===== src/rtl/serial_pkg.sv =====
// Shared constants for the bit-serial subtractor: default operand width,
// FSM state encoding and the bit-counter sizing rule.
package serial_pkg;

    // Operand/difference width used when the instantiating code does not override it.
    localparam int DEFAULT_WIDTH = 4;

    // Controller states; the encoding is fixed so other blocks and debug
    // tooling can decode a captured state vector.
    typedef enum logic [1:0] {
        IDLE = 2'd0,
        RUN  = 2'd1,
        DONE = 2'd2
    } state_t;

    // Bit-counter width. The extra bit keeps the counter from wrapping when
    // it is incremented past WIDTH-1 on the final RUN cycle.
    function automatic int cnt_width(input int width);
        return $clog2(width) + 1;
    endfunction

endpackage


===== src/rtl/fa.sv =====
// One-bit full adder: s = a ^ b ^ ci, co = majority(a, b, ci).
module fa (
    output logic s,
    output logic co,
    input  logic a,
    input  logic b,
    input  logic ci
);

    // Sum and carry are pure combinational functions of the three inputs.
    always_comb begin
        s  = a ^ b ^ ci;
        co = (a & b) | (ci & (a ^ b));
    end

endmodule


===== src/rtl/serial_sub.sv =====
// Bit-serial subtractor: d = a - b - bi (mod 2^WIDTH), bo = borrow out.
// One bit is processed per cycle, LSB first, as a + ~b + c, where the carry
// register c holds the inverted borrow. A start accepted in IDLE spends
// WIDTH cycles in RUN and one cycle in DONE, where done pulses with d/bo valid.
module serial_sub
    import serial_pkg::*;
#(
    parameter int WIDTH = DEFAULT_WIDTH
) (
    input  logic             clk,
    input  logic             rst,
    input  logic             start,
    input  logic [WIDTH-1:0] a,
    input  logic [WIDTH-1:0] b,
    input  logic             bi,
    output logic [WIDTH-1:0] d,
    output logic             bo,
    output logic             busy,
    output logic             done
);

    localparam int CW = cnt_width(WIDTH);

    state_t           state;
    state_t           state_nxt;

    logic [WIDTH-1:0] a_sr;
    logic [WIDTH-1:0] b_sr;
    // Holds the WIDTH-1 difference bits already produced; the last sum bit
    // joins them directly when d is loaded on entry to DONE.
    logic [WIDTH-2:0] res;
    logic [WIDTH-1:0] res_full;
    logic             c;
    logic [CW-1:0]    cnt;

    logic             load;
    logic             step;
    logic             finish;
    logic             last_bit;

    logic             b_inv;
    logic             sum;
    logic             cout;

    // Subtraction as addition of the one's complement: the adder sees ~b.
    assign b_inv    = ~b_sr[0];
    assign res_full = {sum, res};
    assign last_bit = (cnt == CW'(WIDTH - 1));

    fa u_fa (
        .s  (sum),
        .co (cout),
        .a  (a_sr[0]),
        .b  (b_inv),
        .ci (c)
    );

    // State register; reset forces IDLE and aborts any operation in flight.
    always_ff @(posedge clk) begin
        // NOTE: every clocked block uses non-blocking assignments so all
        // registers sample the same pre-edge values, independent of block order.
        if (rst) begin
            state <= IDLE;
        end else begin
            state <= state_nxt;
        end
    end

    // Next-state and per-cycle control strobes for the datapath.
    always_comb begin
        // NOTE: every output of this block gets a default first, so no path
        // through the case leaves a signal unassigned and infers a latch.
        state_nxt = state;
        load      = 1'b0;
        step      = 1'b0;
        finish    = 1'b0;
        case (state)
            IDLE: begin
                if (start) begin
                    load      = 1'b1;
                    state_nxt = RUN;
                end
            end
            RUN: begin
                step = 1'b1;
                if (last_bit) begin
                    finish    = 1'b1;
                    state_nxt = DONE;
                end
            end
            DONE: begin
                state_nxt = IDLE;
            end
            default: begin
                state_nxt = IDLE;
            end
        endcase
    end

    // Operand/result shift registers, carry and bit counter.
    always_ff @(posedge clk) begin
        if (rst) begin
            a_sr <= '0;
            b_sr <= '0;
            res  <= '0;
            c    <= 1'b0;
            cnt  <= '0;
        end else if (load) begin
            a_sr <= a;
            b_sr <= b;
            res  <= '0;
            c    <= ~bi;
            cnt  <= '0;
        end else if (step) begin
            a_sr <= {1'b0, a_sr[WIDTH-1:1]};
            b_sr <= {1'b0, b_sr[WIDTH-1:1]};
            res  <= res_full[WIDTH-1:1];
            c    <= cout;
            cnt  <= cnt + CW'(1);
        end
    end

    // Registered outputs: d/bo load only when entering DONE and hold otherwise;
    // busy mirrors the state being entered, done pulses for the DONE cycle.
    always_ff @(posedge clk) begin
        if (rst) begin
            d    <= '0;
            bo   <= 1'b0;
            busy <= 1'b0;
            done <= 1'b0;
        end else begin
            busy <= (state_nxt != IDLE);
            done <= finish;
            if (finish) begin
                d  <= res_full;
                bo <= ~cout;
            end
        end
    end

endmodule

===== config.mk =====
export PLATFORM = sky130hd
export DESIGN_NAME = serial_sub
export DESIGN_NICKNAME = d
export VERILOG_FILES = /design/src/rtl/serial_pkg.sv /design/src/rtl/fa.sv /design/src/rtl/serial_sub.sv
export SDC_FILE = /design/constraint.sdc
export NUM_CORES = 1
export LEC_CHECK = 0
export ABC_CLOCK_PERIOD_IN_PS = 2300
export CAP_MARGIN = 20
export CORE_MARGIN = 2
export CORE_UTILIZATION = 53
export CTS_CLUSTER_SIZE = 12
export DETAILED_ROUTE_END_ITERATION = 16
export PLACE_DENSITY = 0.89
export SYNTH_ARGS = -nofsm -noshare
export SYNTH_HDL_FRONTEND = slang
export SYNTH_SLANG_ARGS = --single-unit

===== constraint.sdc =====
create_clock -name clk -period 2.3 [get_ports clk]
set_clock_uncertainty 0.15 [all_clocks]
set_input_delay 0.345 -clock clk [delete_from_list [all_inputs] [get_ports clk]]
set_output_delay 0.345 -clock clk [all_outputs]
set_load 0.05 [all_outputs]

==> impl_metrics.toml <==
[outcome]
status = "finished, final reports clean"

[synth]
syn_avg_cell_area_um2 = 10.10
synth_seq_area_share = 0.4806
synth_top_area_share = 0.4806
synth_nets = 114
synthFlopType = "dfxtp_1"
ys_ff_latch = 24
yosysWarnings = 0
netlist_area_um2 = 999.7
syn_inst = 99
synth_area_leaders = "dfxtp_1, o221a_2, a21oi_1, nor2_1, a22oi_1"
ys_async_sr_fraction = 0
synth_enable_flop_cells = 0
synth_top_cell_by_area = "dfxtp_1"
ys_types = 26

[clock_network]
numCtsBuffers = 3
cts_tree = "built"
root_buffer = "clkbuf_4"
htree_levels = 1
ctsHoldBuffers = 0
clk_pin_slew_ps = 130
clock_sinks = 24
ctsResizeCount = 0
cts_setup_buffers = 0
clk-insertion-delay-late_ps = 310
cts_buffer_depth = 2

[place]
gp_congestion = 0.8097
dpl.hpwl_um = 1427
portBuffers = 18

[floorplan]
fp.dieW_um = 47.43
die_area_um2 = 2250
fp.dieH_um = 47.43
coreArea_um2 = 1745
start_util = 0.5728
rows = 15
ios = 19

[sta]
fin_setup_tns_ps = 0
slew-limit-headroom = 0.6649
min_period_over_period = 0.8566
max_slew.worst_pin.slew_ps = 501.1
drv_slew = 0
clock.fmax_mhz = 507.6
rsz0062_at_grt = "no"
fin_hold_ws_ps = 313.1
hold_viol = 0
setup_violations = 0
fin_crit_ps = 1970

[final_layout]
fin_nets = 131
antennaDiodeCount = 0
drive_above_1_share = 0.1565
area_growth_pct = 19.40
fin_util = 0.6839

[hold_path]
min_path_type = "reg -> reg"

[global_route]
grt-ovfl-total = 0
grt_use_total = 0.1926
grt_first_pass_wirelength_um = 2939
grt_max_degree = 25
grt_pass1_vias = 706
antenna_found_initial = 0

[power]
leakagePower_nw = 0.4386
p_sw_mw = 0.1936
pwr-share-comb = 0.141
p_seq_frac = 0.579
intPower_mw = 0.5866
clkPwrFrac = 0.280
power_density_nw_per_um2 = 653.6
peakVddDrop_uv = 374.9
swShare = 0.2481

[worst_setup_path]
worstSetupPathType = "reg -> out"
slowest_delay_ps = 800
critical_path.top_delay_family = "buffers and inverters"
required_ps = 1800
critPathBufInv = 1
worst-endpoint-arrival_ps = 1480
worst_setup_path_start_kind = "flip-flop"
endpoint_kind = "primary output"
slowest_stage = "clkdlybuf4s50_1"
cp_cell_sequence = "clkdlybuf4s50_1"
critPathMaxFanout = 2
r2r_slack_ps = 740

[job]
maxCapViolCount = 0

[route]
ant_nets = 0
routed_wl_um = 1952
drt_first_pass_iters = 4
drt-initial-drc-count = 38
via_count = 806
drc = 0
wl_per_cell_um = 13.94
via_per_inst = 5.757
-- sequential cells by signal, summed over array words and instances, names as in the netlist --
register  flops
state         2
cnt           3
d             4
c             1
busy          1
bo            1
done          1
b_sr          4
res           3
a_sr          4
-- cell type report --
class | instances | area [um^2]
Timing Repair Buffer | 19 | 187.7
Clock buffer | 4 | 36.28
Multi-Input combinational cell | 60 | 427.9
Fill cell | 142 | 551.8
Sequential cell | 24 | 480.5
Tap cell | 25 | 31.28
Inverter | 8 | 30.03
-- per-stage QoR --
stage          instances  area [um^2]  total power, mW  setup slack (ps)
6_report             140         1194           0.7802             329.9
5_1_grt              140         1194           0.8176             266.9
4_1_cts              140         1194           0.7820             322.6
3_5_place_dp         136         1157           0.5698             469.6
3_3_place_gp         136         1157           0.5639             571.1
2_1_floorplan         99        999.7           0.5378             896.2
-- logic make-up (layout without fill, tap and decap cells) --
kind of cell | Yosys count | in the layout | synth area share
compound gates | 30 | 30 | 0.2541
simple gates | 27 | 27 | 0.1289
flops | 24 | 24 | 0.4806
buf+inv | 15 | 31 | 0.09136
fa+ha+maj | 3 | 3 | 0.04505
-- power by group through the flow --
| stage | logic, mW | registers, mW | clock network, mW |
|---|---|---|---|
| floorplan | 0.0776 | 0.460 | 0 |
| CTS | 0.109 | 0.452 | 0.221 |
| global placement | 0.105 | 0.459 | 0 |
| global route | 0.117 | 0.454 | 0.246 |
| detailed placement | 0.109 | 0.461 | 0 |
| finish | 0.110 | 0.452 | 0.219 |
-- worst paths after layout --
path / startpoint / to / cells past startpoint
worst min register to register: d[2] / d[2] / 2
worst max-delay path: bo / bo / 1
worst min-delay path: d[2] / d[2] / 2
worst max register to register: state[0] / bo / 3
-- worst min-delay path, cell delays in order (launching register included) --
cell and delay [ps]:
dfxtp_1 330, nand2_1 50, a21oi_1 50
-- per-layer routing --
metal / vias up / wire length (um) / track usage
li1: 384 / - / -
met1: 363 / 821 / 0.2417
met2: 46 / 934 / 0.2973
met3: 13 / 106 / 0.03396
met4: 0 / 89 / 0.1389
met5: - / 0 / 0
-- cells in the final DEF, fill, tap and decap left out --
| cell type | instances |
|---|---|
| a2111oi_2 | 1 |
| a211oi_1 | 1 |
| a211oi_2 | 1 |
| a21oi_1 | 11 |
| a22oi_1 | 6 |
| a2bb2oi_1 | 1 |
| a311oi_2 | 1 |
| buf_4 | 1 |
| clkbuf_4 | 3 |
| clkbuf_8 | 1 |
| clkdlybuf4s50_1 | 18 |
| dfxtp_1 | 24 |
| fa_1 | 1 |
| ha_1 | 2 |
| inv_1 | 8 |
| nand2_1 | 5 |
| nand2b_1 | 1 |
| nand3_1 | 4 |
| nand3b_1 | 1 |
| nor2_1 | 13 |
| nor2_2 | 1 |
| nor2b_4 | 1 |
| nor3b_1 | 1 |
| o21ba_4 | 1 |
| o21bai_2 | 1 |
| o221a_2 | 6 |
-- cells in the mapped netlist, drive strengths merged (2+ instances only) --
cell type	instances
nand2	5
a21oi	11
nand3	4
o221a	6
ha	2
buf	5
a22oi	6
a211oi	2
dfxtp	24
nor2	14
inv	8
clkbuf	2
No activity file was read; power rests on OpenSTA's default activity.
